$ cat src/rtl/vload_lane_aligner.sv
// Multi-lane vector load aligner: picks a byte/half/word per lane out of a memory
// line, extends it to WIDTH, and hands it to writeback through a two-stage pipeline.
module vload_lane_aligner #(
  parameter int WIDTH         = 32,
  parameter int LINEWIDTH     = 128,
  parameter int LOG2LINEBYTES = 4,
  parameter int NUMLANES      = 4
) (
  input  logic                              clk,
  input  logic                              reset,
  input  logic                              in_valid,
  output logic                              in_ready,
  input  logic [LINEWIDTH-1:0]              in_data,
  input  logic [NUMLANES*LOG2LINEBYTES-1:0] in_offsets,
  input  logic [NUMLANES-1:0]               in_lanemask,
  input  logic [1:0]                        load_size,
  input  logic                              load_sign_ext,
  output logic                              out_valid,
  input  logic                              out_ready,
  output logic [NUMLANES*WIDTH-1:0]         out_data,
  output logic [NUMLANES-1:0]               out_mask,
  output logic [NUMLANES-1:0]               out_misaligned
);

  localparam int LINEBYTES = LINEWIDTH / 8;

  logic                     s2_free;
  logic                     s1_adv;
  logic                     s1_valid;
  logic [31:0]              s1_raw [NUMLANES];
  logic [1:0]               s1_size;
  logic                     s1_sext;
  logic [NUMLANES-1:0]      s1_mask;
  logic [NUMLANES-1:0]      s1_mis;

  logic [7:0]               line_bytes [LINEBYTES];
  logic [LOG2LINEBYTES-1:0] off  [NUMLANES];
  logic [LOG2LINEBYTES-1:0] base [NUMLANES];
  logic [31:0]              sel_raw [NUMLANES];
  logic [NUMLANES-1:0]      sel_mis;
  logic [NUMLANES*WIDTH-1:0] ext_data;

  assign s2_free  = !out_valid || out_ready;
  assign s1_adv   = s1_valid && s2_free;
  assign in_ready = !s1_valid || s2_free;

  // Byte 0 sits at the top of the line (big-endian numbering).
  always_comb begin
    for (int k = 0; k < LINEBYTES; k++) begin
      line_bytes[k] = in_data[LINEWIDTH-1-8*k -: 8];
    end
  end

  always_comb begin
    for (int i = 0; i < NUMLANES; i++) begin
      off[i]     = in_offsets[i*LOG2LINEBYTES +: LOG2LINEBYTES];
      base[i]    = off[i];
      sel_raw[i] = '0;
      sel_mis[i] = 1'b0;
      case (load_size)
        2'b00: begin
          sel_raw[i] = {24'd0, line_bytes[base[i]]};
        end
        2'b01: begin
          base[i]    = {off[i][LOG2LINEBYTES-1:1], 1'b0};
          sel_raw[i] = {16'd0, line_bytes[base[i]],
                        line_bytes[base[i] + LOG2LINEBYTES'(1)]};
          sel_mis[i] = off[i][0];
        end
        default: begin
          base[i]    = {off[i][LOG2LINEBYTES-1:2], 2'b00};
          sel_raw[i] = {line_bytes[base[i]],
                        line_bytes[base[i] + LOG2LINEBYTES'(1)],
                        line_bytes[base[i] + LOG2LINEBYTES'(2)],
                        line_bytes[base[i] + LOG2LINEBYTES'(3)]};
          sel_mis[i] = |off[i][1:0];
        end
      endcase
      if (!in_lanemask[i]) begin
        sel_raw[i] = '0;
        sel_mis[i] = 1'b0;
      end
    end
  end

  // Fill with the sign bit first, then overlay the element; works for WIDTH == 32 too.
  function automatic logic [WIDTH-1:0] extend(input logic [31:0] raw,
                                              input logic [1:0]  size,
                                              input logic        sext);
    logic [WIDTH-1:0] r;
    case (size)
      2'b00: begin
        r       = {WIDTH{sext & raw[7]}};
        r[7:0]  = raw[7:0];
      end
      2'b01: begin
        r       = {WIDTH{sext & raw[15]}};
        r[15:0] = raw[15:0];
      end
      default: begin
        r       = {WIDTH{sext & raw[31]}};
        r[31:0] = raw;
      end
    endcase
    return r;
  endfunction

  always_comb begin
    ext_data = '0;
    for (int i = 0; i < NUMLANES; i++) begin
      ext_data[i*WIDTH +: WIDTH] = extend(s1_raw[i], s1_size, s1_sext);
    end
  end

  always_ff @(posedge clk) begin
    if (reset) begin
      s1_valid       <= 1'b0;
      s1_size        <= 2'b00;
      s1_sext        <= 1'b0;
      s1_mask        <= '0;
      s1_mis         <= '0;
      for (int i = 0; i < NUMLANES; i++) s1_raw[i] <= '0;
      out_valid      <= 1'b0;
      out_data       <= '0;
      out_mask       <= '0;
      out_misaligned <= '0;
    end else begin
      // S1 can only be overwritten when it is empty or draining into S2.
      if (in_ready) begin
        s1_valid <= in_valid;
        if (in_valid) begin
          s1_raw  <= sel_raw;
          s1_size <= load_size;
          s1_sext <= load_sign_ext;
          s1_mask <= in_lanemask;
          s1_mis  <= sel_mis;
        end
      end
      if (s2_free) begin
        out_valid <= s1_adv;
        if (s1_adv) begin
          out_data       <= ext_data;
          out_mask       <= s1_mask;
          out_misaligned <= s1_mis;
        end
      end
    end
  end

endmodule

$ cat config.mk
export PLATFORM = sky130hd
export DESIGN_NAME = vload_lane_aligner
export DESIGN_NICKNAME = d
export VERILOG_FILES = /design/src/rtl/vload_lane_aligner.sv
export SDC_FILE = /design/constraint.sdc
export NUM_CORES = 1
export LEC_CHECK = 0
export BUFFER_PORTS_ARGS = -buffer_cell sky130_fd_sc_hd__buf_2
export CAP_MARGIN = 15
export CORE_MARGIN = 10
export CORE_UTILIZATION = 50
export DETAILED_ROUTE_END_ITERATION = 12
export PLACE_DENSITY = 0.81
export SLEW_MARGIN = 20
export SYNTH_ARGS = -nofsm -noshare
export SYNTH_HDL_FRONTEND = slang
export SYNTH_SLANG_ARGS = --single-unit
$ cat constraint.sdc
create_clock -name clk -period 3.9 [get_ports clk]
set_input_delay 0.585 -clock clk [delete_from_list [all_inputs] [get_ports clk]]
set_output_delay 0.585 -clock clk [all_outputs]
set_load 0.02 [all_outputs]
After elaboration in Yosys (flattened, before gate mapping) --
Cells that the tools add are included.
Storage, ports and cells: flip-flop bits (word level) 277, bits in latches 0, memory bits (writable) 0, bits in read-only memories 0, input port bits 155, output and inout bits 138, memories 0
Cells by class: $add $sub $neg 16, multipliers 0, divide/modulo/power cells 0, order comparisons 28, equality and inequality tests 2, shifts and indexed selects 0, mux-type cells 104, bitwise operators 36, reduce and logical (&&, ||, !) cells 13
Operators by type and width (count):
- $bmux W8 S4 | 28
- $pmux W32 S2 | 8
- $mux W8 | 56
- $ge A5 B5 Y1 const B | 28
- $not A4 Y5 | 28
- $mux W32 | 4
- $add A4 B1 Y4 const B | 8
- $add A4 B2 Y4 const B | 8
- $and A1 B1 Y1 | 8
- $pmux W1 S2 | 4
- $reduce_or A2 Y1 | 4
- $eq A2 B1 Y1 const B | 2
- $logic_not A2 Y1 | 2
- $mux W1 | 4
- $reduce_and A2 Y1 | 2
- $logic_not A1 Y1 | 2
- $logic_or A1 B1 Y1 | 2
- $logic_and A1 B1 Y1 | 1

Depth between registers and ports, before layout --
Gate-level depths: netlist of the first run.
word-level depth 7, mapped depth 9

Worst setup path after synthesis of the first run --
Ideal clock, no wire load.
path type input to register, start point in in_offsets[2], end point reg s1_raw[104] in the netlist's numbering, arrival time 2.007 ns, required time 3.772 ns, path slack 1.765 ns, cell stages on the path 6, cell sequence buf_4 > buf_2 > mux4_2 > mux2_2 > a22oi_1 > nor2_1
Between the ends: word-level cells in the longest chain between the ends 7
RTL lines:
- from (decl) | line 14 | input logic [NUMLANES*LOG2LINEBYTES-1:0] in_offsets,
- $add A4 B2 Y4 | line 74 | line_bytes[base[i] + LOG2LINEBYTES'(2)],
- $not A4 Y5 (not written as such) | line 74
- $bmux W8 S4 | line 74
- $mux W8 (not written as such) (2 in a row) | line 74
- $pmux W32 S2 * | line 60 | case (load_size)
- $mux W32 * | line 79 | if (!in_lanemask[i]) begin
- to (signal assigned) | line 132 | s1_raw <= sel_raw;
- to (decl) | line 30 | logic [31:0] s1_raw [NUMLANES];
Mark *: on every way between the ends. The rest lies on a longest branch, timed or not. The select of a mux whose other input is x is not followed. A chain may end at the register's enable or synchronous reset.

Worst setup path after layout of the first run --
start point reg out_valid, end point reg s1_raw[52] in the netlist's numbering
Between the ends: word-level cells in the longest chain between the ends 4
RTL lines:
- from (decl) | line 18 | output logic out_valid,
- from (signal assigned) | line 140 | out_valid <= s1_adv;
- $logic_not A1 Y1 | line 43 | assign s2_free = !out_valid || out_ready;
- $logic_or A1 B1 Y1 | line 43
- $logic_or A1 B1 Y1 | line 45 | assign in_ready = !s1_valid || s2_free;
- $reduce_and A2 Y1 (no line)
No other way between the ends.

==> results of run 1 <==
metal layers:
metal / vias to the layer above / GRT usage (%) / wire length, um
li1: 7321 / - / -
met2: 1389 / 49.2 / 33300
met1: 8546 / 40.1 / 26200
met3: 275 / 8.46 / 9350
met5: - / 0 / 0
met4: 0 / 16.7 / 4460
cells in the mapped netlist (2+ instances only):
| master | number | area [um^2] |
|---|---|---|
| o21ai_1 | 6 | 30.0 |
| mux4_2 | 202 | 4550 |
| a31oi_1 | 5 | 31.3 |
| buf_6 | 15 | 169 |
| mux4_1 | 5 | 131 |
| mux2i_1 | 135 | 1350 |
| nand2b_1 | 4 | 25.0 |
| and3_1 | 9 | 56.3 |
| o21ai_0 | 16 | 80.1 |
| buf_2 | 43 | 215 |
| buf_1 | 5 | 18.8 |
| a21oi_1 | 196 | 981 |
| nor2_2 | 5 | 31.3 |
| nand2_1 | 118 | 443 |
| nor2b_1 | 17 | 106 |
| and3b_1 | 2 | 17.5 |
| a211o_1 | 15 | 131 |
| o221a_2 | 2 | 22.5 |
| dfxtp_1 | 277 | 5550 |
| nand3_1 | 14 | 70.1 |
| buf_4 | 26 | 195 |
| a21o_1 | 13 | 97.6 |
| a2111oi_0 | 10 | 87.6 |
| mux2_2 | 38 | 428 |
| a211oi_1 | 15 | 113 |
| nor3_1 | 99 | 495 |
| nor2_1 | 226 | 848 |
| inv_1 | 4 | 15.0 |
| a22o_1 | 6 | 52.6 |
| and2_1 | 2 | 12.5 |
| a22oi_1 | 122 | 916 |
| o221ai_1 | 2 | 17.5 |
| a221oi_1 | 37 | 324 |
| or2_2 | 2 | 12.5 |
| clkbuf_1 | 103 | 387 |
worst max-delay path, stage by stage (launching register included):
cell	delay [ns]
dfxtp_1	0.33
nand3b_1	0.38
and2_1	0.66
and3_1	0.77
a22oi_1	0.18
nor2_1	0.16
power by group through the flow:
stage,Clock (mW),Sequential (mW),Combinational (mW)
6_report,2.78,3.05,1.93
5_1_grt,2.90,3.06,2.01
4_1_cts,2.80,3.05,1.87
3_5_place_dp,0,3.11,1.86
3_3_place_gp,0,3.11,1.83
2_1_floorplan,0,3.17,1.14
state kept, by name, indices dropped and copies added, names as in the netlist, 2 cells and up:
signal / cells
out_data: 128
s1_raw: 128
out_mask: 4
out_misaligned: 4
s1_mask: 4
s1_mis: 4
s1_size: 2
cell usage in the layout, fill, tap and decap left out, types with 3 or more instances in the layout:
cell,instances
and3_1,9
a221oi_1,37
nand3_1,14
clkbuf_8,5
clkinvlp_4,3
clkbuf_1,5
mux2_2,38
a31oi_1,5
a22oi_1,122
nor2_2,6
a21oi_1,196
a211oi_1,15
clkbuf_16,29
clkinv_2,3
dfxtp_1,276
diode_2,14
inv_6,4
mux4_1,5
nand2b_1,4
mux2i_1,135
nor2_1,225
nand2_1,117
mux4_2,202
a21o_1,13
buf_12,3
nor2b_1,17
buf_4,39
o21ai_1,5
o21ai_0,16
a211o_1,15
buf_2,287
inv_1,4
a2111oi_0,10
a22o_1,6
nor3_1,99
layout make-up:
| type | count | area share [%] |
|---|---|---|
| Tap cell | 461 | 2.81 |
| Inverter | 4 | 0.0732 |
| Antenna cell | 14 | 0.171 |
| Sequential cell | 277 | 27.1 |
| Multi-Input combinational cell | 1334 | 56.5 |
| Clock inverter | 14 | 0.641 |
| Timing Repair Buffer | 330 | 8.78 |
| Clock buffer | 39 | 3.97 |
metrics by stage:
step	cell area (um^2)	power, mW	cells	hold WS [ns]
5_1_grt	20500	7.98	2468	0.305
3_3_place_gp	19500	4.93	2406	0.440
3_5_place_dp	19500	4.97	2406	0.440
4_1_cts	20500	7.71	2459	0.271
2_1_floorplan	18100	4.31	1807	0.425
6_report	20500	7.76	2473	0.274
cell families after synthesis:
group,count (synthesis),share of synthesized area [%]
mux,380,35.7
buf+inv,196,5.52
simple gates,503,11.9
compound gates,451,16.3
flops,277,30.6
final timing paths:
path	from	endpoint	slack [ns]
hold / removal	load_sign_ext	s1_sext$_SDFFE_PP0P_	0.27
setup reg to reg	out_valid$_SDFFE_PP0N_	s1_raw[52]$_SDFFE_PP0P_	1.32
hold reg to reg	out_misaligned[3]$_SDFFE_PP0P_	out_misaligned[3]$_SDFFE_PP0P_	0.45
setup / recovery	out_valid$_SDFFE_PP0N_	s1_raw[52]$_SDFFE_PP0P_	1.32
==> impl_metrics.tcl, run 1 <==
set metrics [dict create \
    vias 17500 \
    ioPinCount 293 \
    clk_latency_ns 0.58 \
    setup_ws_ns 1.32 \
    nets 2131 \
    clk_pin_slew_ns 0.07 \
    synth_edf_count 0 \
    die_x_um 210 \
    grt_usage_pct 31.8 \
    min_delay_path_depth 3 \
    end_kind "flop" \
    rr_worst_depth 5 \
    ys.warnings.count 0 \
    register_area_um2 5550 \
    cts.repair.resized 0 \
    p_comb_share_pct 24.9 \
    min_path_type "input pin to flop" \
    coreArea_um2 35700 \
    grt_pass1_vias 16800 \
    drt-pass1-iter-count 6 \
    port_buffers 292 \
    start_util_pct 50.8 \
    drtIter0Drc 2650 \
    finalMaxSlewViolations 0 \
    clk_path_buf_depth 3 \
    fillCellCount 3055 \
    peakVddDrop_mv 0.327 \
    dp_slack_ns 1.05 \
    seqPwrFrac_pct 39.3 \
    gp_congestion 0.998 \
    synth_cell_types 46 \
    p_sw_mw 2.49 \
    ant_nets 0 \
    antenna_found_initial 11 \
    cap_violations 0 \
    clock_skew_ns 0.0212 \
    root_buffer "clkbuf_16" \
    synth_area_um2 18100 \
    grt_pass1_wl_um 109000 \
    htree_num_levels 1 \
    switching_share_pct 32.1 \
    via_per_inst 7.09 \
    hold_viol_final 0 \
    utilization_pct 57.5 \
    fin_crit_sh_pct 66.1 \
    dp_hpwl_um 52600 \
    grt.overflow.total 0 \
    syn-num-nets 1962 \
    ys_dominant_reg_cell "dfxtp_1" \
    rsz0062_at_grt "false" \
    totalWireLength_um 73300 \
    cts_tree "built" \
    grt_max_degree 100 \
    period_minus_slack_ns 2.58 \
    slew_headroom_pct 25.2 \
    worst_slew_pin_slew_ns 1.11 \
    setup_viol 0 \
    setup_tns_ns 0 \
    critical_path_class "flop to flop" \
    cp_max_fo 17 \
    synth-async-reset-ratio_pct 0 \
    syn_area_per_cell_um2 10.0 \
    max_freq_mhz 388 \
    cts_made_buffers 29 \
    ys_seq_area_share_pct 30.6 \
    netlist_instances 1807 \
    p_int_mw 5.27 \
    power.density_nw_per_um2 378 \
    critPathLaunchType "flop" \
    routedWlPerCell_um 29.7 \
    clock_power_share_pct 35.8 \
    area_delta_synth_final_pct 13.2 \
    synth.ff_latch_count 277 \
    rows 69 \
    fp.dieArea_um2 44200 \
    critPathArrivalTime_ns 3.08 \
    multi_input_comb_area_um2 11600 \
    p_leak_nw 8.13 \
    worst_ep_required_time_ns 4.40 \
    drcViolationCount 0 \
    die_h_um 210 \
    clock-sinks 277 \
    outcome "finished clean" \
    holdBufCountCts 0 \
    post_cts_buffers 0 \
    drive_gt1_share_pct 31.8 \
]
No activity file was read; power rests on OpenSTA's default activity.
==> run 2: changes to the inputs <==
==> constraint.sdc (replaced) <==
create_clock -name clk -period 2.6 [get_ports clk]
set_input_delay 0.39 -clock clk [delete_from_list [all_inputs] [get_ports clk]]
set_output_delay 0.39 -clock clk [all_outputs]
set_load 0.02 [all_outputs]
==> impl_metrics.tcl, run 2 (same netlist as run 1, synthesis figures left out) <==
set metrics [dict create \
    routedWlPerCell_um 30.5 \
    placed_area_um2 20000 \
    drive_gt1_share_pct 33.4 \
    coreArea_um2 35700 \
    cts_tree "built" \
    cp_max_fo 9 \
    grt_pass1_vias 17300 \
    rows 69 \
    min_path_type "input pin to flop" \
    dp_hpwl_um 55200 \
    rsz0062_at_grt "false" \
    drcViolationCount 0 \
    clk_path_buf_depth 3 \
    peakVddDrop_mv 0.355 \
    period_minus_slack_ns 2.21 \
    end_kind "flop" \
    antenna_found_initial 7 \
    critPathArrivalTime_ns 2.73 \
    final_cells 2514 \
    post_cts_buffers 0 \
    critical_path_class "flop to flop" \
    die_h_um 210 \
    worst_ep_required_time_ns 3.12 \
    gp_congestion 1.01 \
    grt_pass1_wl_um 112000 \
    ioPinCount 293 \
    clock_skew_ns 0.0171 \
    cts.repair.resized 0 \
    port_buffers 292 \
    nets 2180 \
    drtIter0Drc 2528 \
    ant_nets 0 \
    worst_slew_pin_slew_ns 1.06 \
    utilization_pct 59.0 \
    via_per_inst 7.04 \
    clk_latency_ns 0.58 \
    totalWireLength_um 76600 \
    hold_slack_ns 0.0892 \
    final_cell_mix "buf_2, dfxtp_1, nor2_1" \
    grt.overflow.total 0 \
    slew_headroom_pct 29.2 \
    vias 17700 \
    rr_worst_depth 6 \
    clk_pin_slew_ns 0.07 \
    cts_made_buffers 29 \
    finalMaxSlewViolations 0 \
    root_buffer "clkbuf_16" \
    area_delta_synth_final_pct 16.1 \
    drt-pass1-iter-count 6 \
    fin_area_um2 21000 \
    clock-sinks 277 \
    critPathLaunchType "flop" \
    setup_viol 0 \
    die_x_um 210 \
    max_freq_mhz 452 \
    outcome "finished clean" \
    htree_num_levels 1 \
    largestRegisters "out_data x128, s1_raw x128" \
    p_leak_nw 8.45 \
    power.density_nw_per_um2 566 \
    cap_violations 0 \
    fp.dieArea_um2 44200 \
    min_delay_path_depth 3 \
    grt_usage_pct 33.2 \
    start_util_pct 50.8 \
    mostFrequentLayoutCell "buf_2" \
    grt_max_degree 178 \
    placed_cells 2455 \
    holdBufCountCts 0 \
    fin_crit_sh_pct 85.0 \
    hold_viol_final 0 \
]
## run 2: cell types whose count changed in the layout (fill, tap and decap cells not counted), moves of 2 or more
cell	delta
buf_4	+37
buf_12	+12
diode_2	-9
bufinv_16	+2
clkinv_2	+2
clkinv_4	+2
## run 2: cell type report
type	instances	area [um^2]
Multi-Input combinational cell	1334	11600
Clock inverter	17	191
Timing Repair Buffer	379	2320
Clock buffer	37	796
Tap cell	461	577
Fill cell	3056	14600
Antenna cell	5	12.5
Sequential cell	277	5550
Inverter	4	15.0
## run 2: layer usage
| layer | vias up | track usage (%) | part of all wire, % |
|---|---|---|---|
| met4 | 4 | 19.9 | 6.6 |
| met1 | 8604 | 40.5 | 36 |
| li1 | 7413 | - | - |
| met2 | 1347 | 52.0 | 45 |
| met3 | 320 | 9.05 | 12 |
| met5 | - | 0 | 0.037 |
## run 2: power by group
group / internal [mW] / switching, mW
Combinational: 1.21 / 1.77
Sequential: 4.44 / 0.142
Clock: 2.48 / 1.86
Total: 8.13 / 3.77
## run 2: critical path: stages (launching register included)
cell       delay (ns)
dfxtp_1          0.34
nand3b_1         0.11
buf_4            0.18
nand3_1          0.38
a2111oi_0        0.85
buf_4            0.23
a21o_1           0.07
## run 2: final timing paths
| kind | from | to | slack [ns] |
|---|---|---|---|
| worst max register to register | out_valid$_SDFFE_PP0N_ | s1_raw[32]$_SDFFE_PP0P_ | 0.39 |
| worst min register to register | s1_mis[3]$_SDFFE_PP0P_ | s1_mis[3]$_SDFFE_PP0P_ | 0.45 |
| worst min-delay path | load_sign_ext | s1_sext$_SDFFE_PP0P_ | 0.09 |
| worst max-delay path | out_valid$_SDFFE_PP0N_ | s1_raw[32]$_SDFFE_PP0P_ | 0.39 |
## run 2: metrics by stage
step	setup TNS, ns	power (mW)	setup WS [ns]
after global placement	0	7.51	0.0110
final	0	11.9	0.390
after CTS	0	11.8	0.551
after global routing	0	12.2	0.356
after floorplan	0	6.46	0.660
after detailed placement	-0.0436	7.56	-0.0436
==> run 3: changes to the inputs <==
--- a/config.mk
+++ b/config.mk
@@ -11,6 +11,7 @@
 export CORE_UTILIZATION = 50
 export DETAILED_ROUTE_END_ITERATION = 12
 export PLACE_DENSITY = 0.81
+export REMOVE_ABC_BUFFERS = 1
 export SLEW_MARGIN = 20
 export SYNTH_ARGS = -nofsm -noshare
 export SYNTH_HDL_FRONTEND = slang
==> impl_metrics.tcl, run 3 (same netlist as run 1, synthesis figures left out) <==
set metrics [dict create \
    grt.overflow.total 0 \
    slew_headroom_pct 30.7 \
    via_per_inst 7.07 \
    seqPwrFrac_pct 38.8 \
    cap_violations 0 \
    ioPinCount 293 \
    dp_hpwl_um 50300 \
    drive_gt1_share_pct 33.3 \
    placed_cells 2450 \
    setup_viol 0 \
    ant_nets 0 \
    clock-sinks 277 \
    drcViolationCount 0 \
    holdBufCountCts 0 \
    p_leak_nw 8.41 \
    die_h_um 210 \
    grt_use_met1_pct 40.5 \
    fin_area_um2 21000 \
    grt_pass1_vias 17400 \
    multi_input_comb_area_um2 11600 \
    cp_max_fo 9 \
    grt_max_degree 151 \
    switching_share_pct 31.4 \
    gp_congestion 1.00 \
    dp_slack_ns 0.0979 \
    grt.met3_usage_pct 10.7 \
    fin_crit_sh_pct 88.2 \
    antenna_found_initial 11 \
    cts.repair.resized 0 \
    setup_ws_ns 0.306 \
    post_cts_buffers 0 \
    worst_slew_pin_slew_ns 1.01 \
    use_met2_pct 46.3 \
    clock_power_share_pct 36.7 \
    power.density_nw_per_um2 562 \
    port_buffers 292 \
    routedWlPerCell_um 28.5 \
    critPathLaunchType "flop" \
    rsz0062_at_grt "false" \
    worst_ep_required_time_ns 3.11 \
    totalWireLength_um 71700 \
    mostFrequentLayoutCell "buf_2" \
    critical_path_class "flop to flop" \
    hold_slack_ns 0.0797 \
    grt_usage_pct 31.2 \
    p_int_mw 8.09 \
    fillCellCount 3040 \
    drt-pass1-iter-count 6 \
    start_util_pct 50.8 \
    clock_skew_ns 0.0262 \
    p_comb_share_pct 24.5 \
    path_cells "nand3b_1 -> buf_4 -> nand3_1 -> buf_4 -> a2111oi_0 -> a21o_1" \
    final_cells 2513 \
    root_buffer "clkbuf_16" \
    cts_tree "built" \
    period_minus_slack_ns 2.29 \
    clk_path_buf_depth 3 \
    clk_latency_ns 0.59 \
    nets 2176 \
    max_freq_mhz 436 \
    hold_viol_final 0 \
    largestRegisters "out_data x128, s1_raw x128" \
    die_x_um 210 \
    cts_made_buffers 30 \
    area_delta_synth_final_pct 16.0 \
    p_sw_mw 3.71 \
    end_kind "flop" \
    grt_pass1_wl_um 108000 \
    outcome "finished clean" \
    fp.dieArea_um2 44200 \
    busiest_layer "met2" \
    coreArea_um2 35700 \
    clk_pin_slew_ns 0.06 \
    critPathArrivalTime_ns 2.81 \
    placed_area_um2 20000 \
    peakVddDrop_mv 0.489 \
    cpMostUsedCell "buf_4" \
    register_area_um2 5550 \
    drtIter0Drc 2600 \
    htree_num_levels 1 \
    min_path_type "input pin to flop" \
    rows 69 \
    cpPeakStageDelay_ns 0.86 \
    finalMaxSlewViolations 0 \
    final_cell_mix "buf_2, dfxtp_1, nor2_1" \
    crit_slowest_cell "a2111oi_0" \
    vias 17800 \
]
## run 3: cell count changes in the layout (fill, tap and decap cells not counted), sizes merged
| cell | previous run | this run |
|---|---|---|
| diode | 5 | 9 |
| inv | 7 | 5 |
| bufinv | 3 | 1 |
| buf | 379 | 374 |
| clkinv | 9 | 6 |
| clkinvlp | 2 | 6 |
| clkbuf | 37 | 40 |
## run 3: power groups by stage
stage                     clock (mW)  combinational (mW)  sequential, mW
after floorplan                    0                1.39            4.77
after global placement             0                2.75            4.65
after detailed placement           0                2.81            4.66
after CTS                       4.34                2.82            4.57
after global routing            4.52                3.05            4.59
final                           4.33                2.89            4.57
## run 3: area by class of cell
type,instances,area share [%]
timing repair buffer,374,10.9
sequential,277,26.4
tap,461,2.75
inverter,4,0.0715
clock buffer,40,4.14
clock inverter,14,0.542
multi-input combinational,1334,55.1
antenna,9,0.107
## run 3: critical path, delay by kind of cell, from the launching register on
kind | cells | cell delay, ns
flip-flops | 1 | 0.35
AO/OA/AOI/OAI | 2 | 1.00
buffers and inverters | 2 | 0.47
AND/OR/NAND/NOR | 2 | 0.39
## run 3: final timing paths
path	slack, ns	cells after the start	from	endpoint
setup / recovery	0.31	6	s1_valid$_SDFFE_PP0N_	s1_raw[35]$_SDFFE_PP0P_
hold / removal	0.08	3	load_sign_ext	s1_sext$_SDFFE_PP0P_
setup reg to reg	0.31	6	s1_valid$_SDFFE_PP0N_	s1_raw[35]$_SDFFE_PP0P_
hold reg to reg	0.45	2	s1_raw[37]$_SDFFE_PP0P_	out_data[69]$_SDFFE_PP0P_
## run 3: per-stage QoR
stage / power [mW] / utilization [%] / TNS (ns)
global route: 12.2 / 58.9 / 0
finish: 11.8 / 58.9 / 0
detailed placement: 7.46 / 56.1 / 0
global placement: 7.40 / 56.1 / 0
floorplan: 6.16 / - / -437.68
CTS: 11.7 / 58.8 / 0
## run 3: routing by layer
| layer | wire length [um] | part of all wire (%) |
|---|---|---|
| met5 | 53 | 0.074 |
| met3 | 10600 | 15 |
| met2 | 31300 | 44 |
| met1 | 26300 | 37 |
| met4 | 3400 | 4.7 |
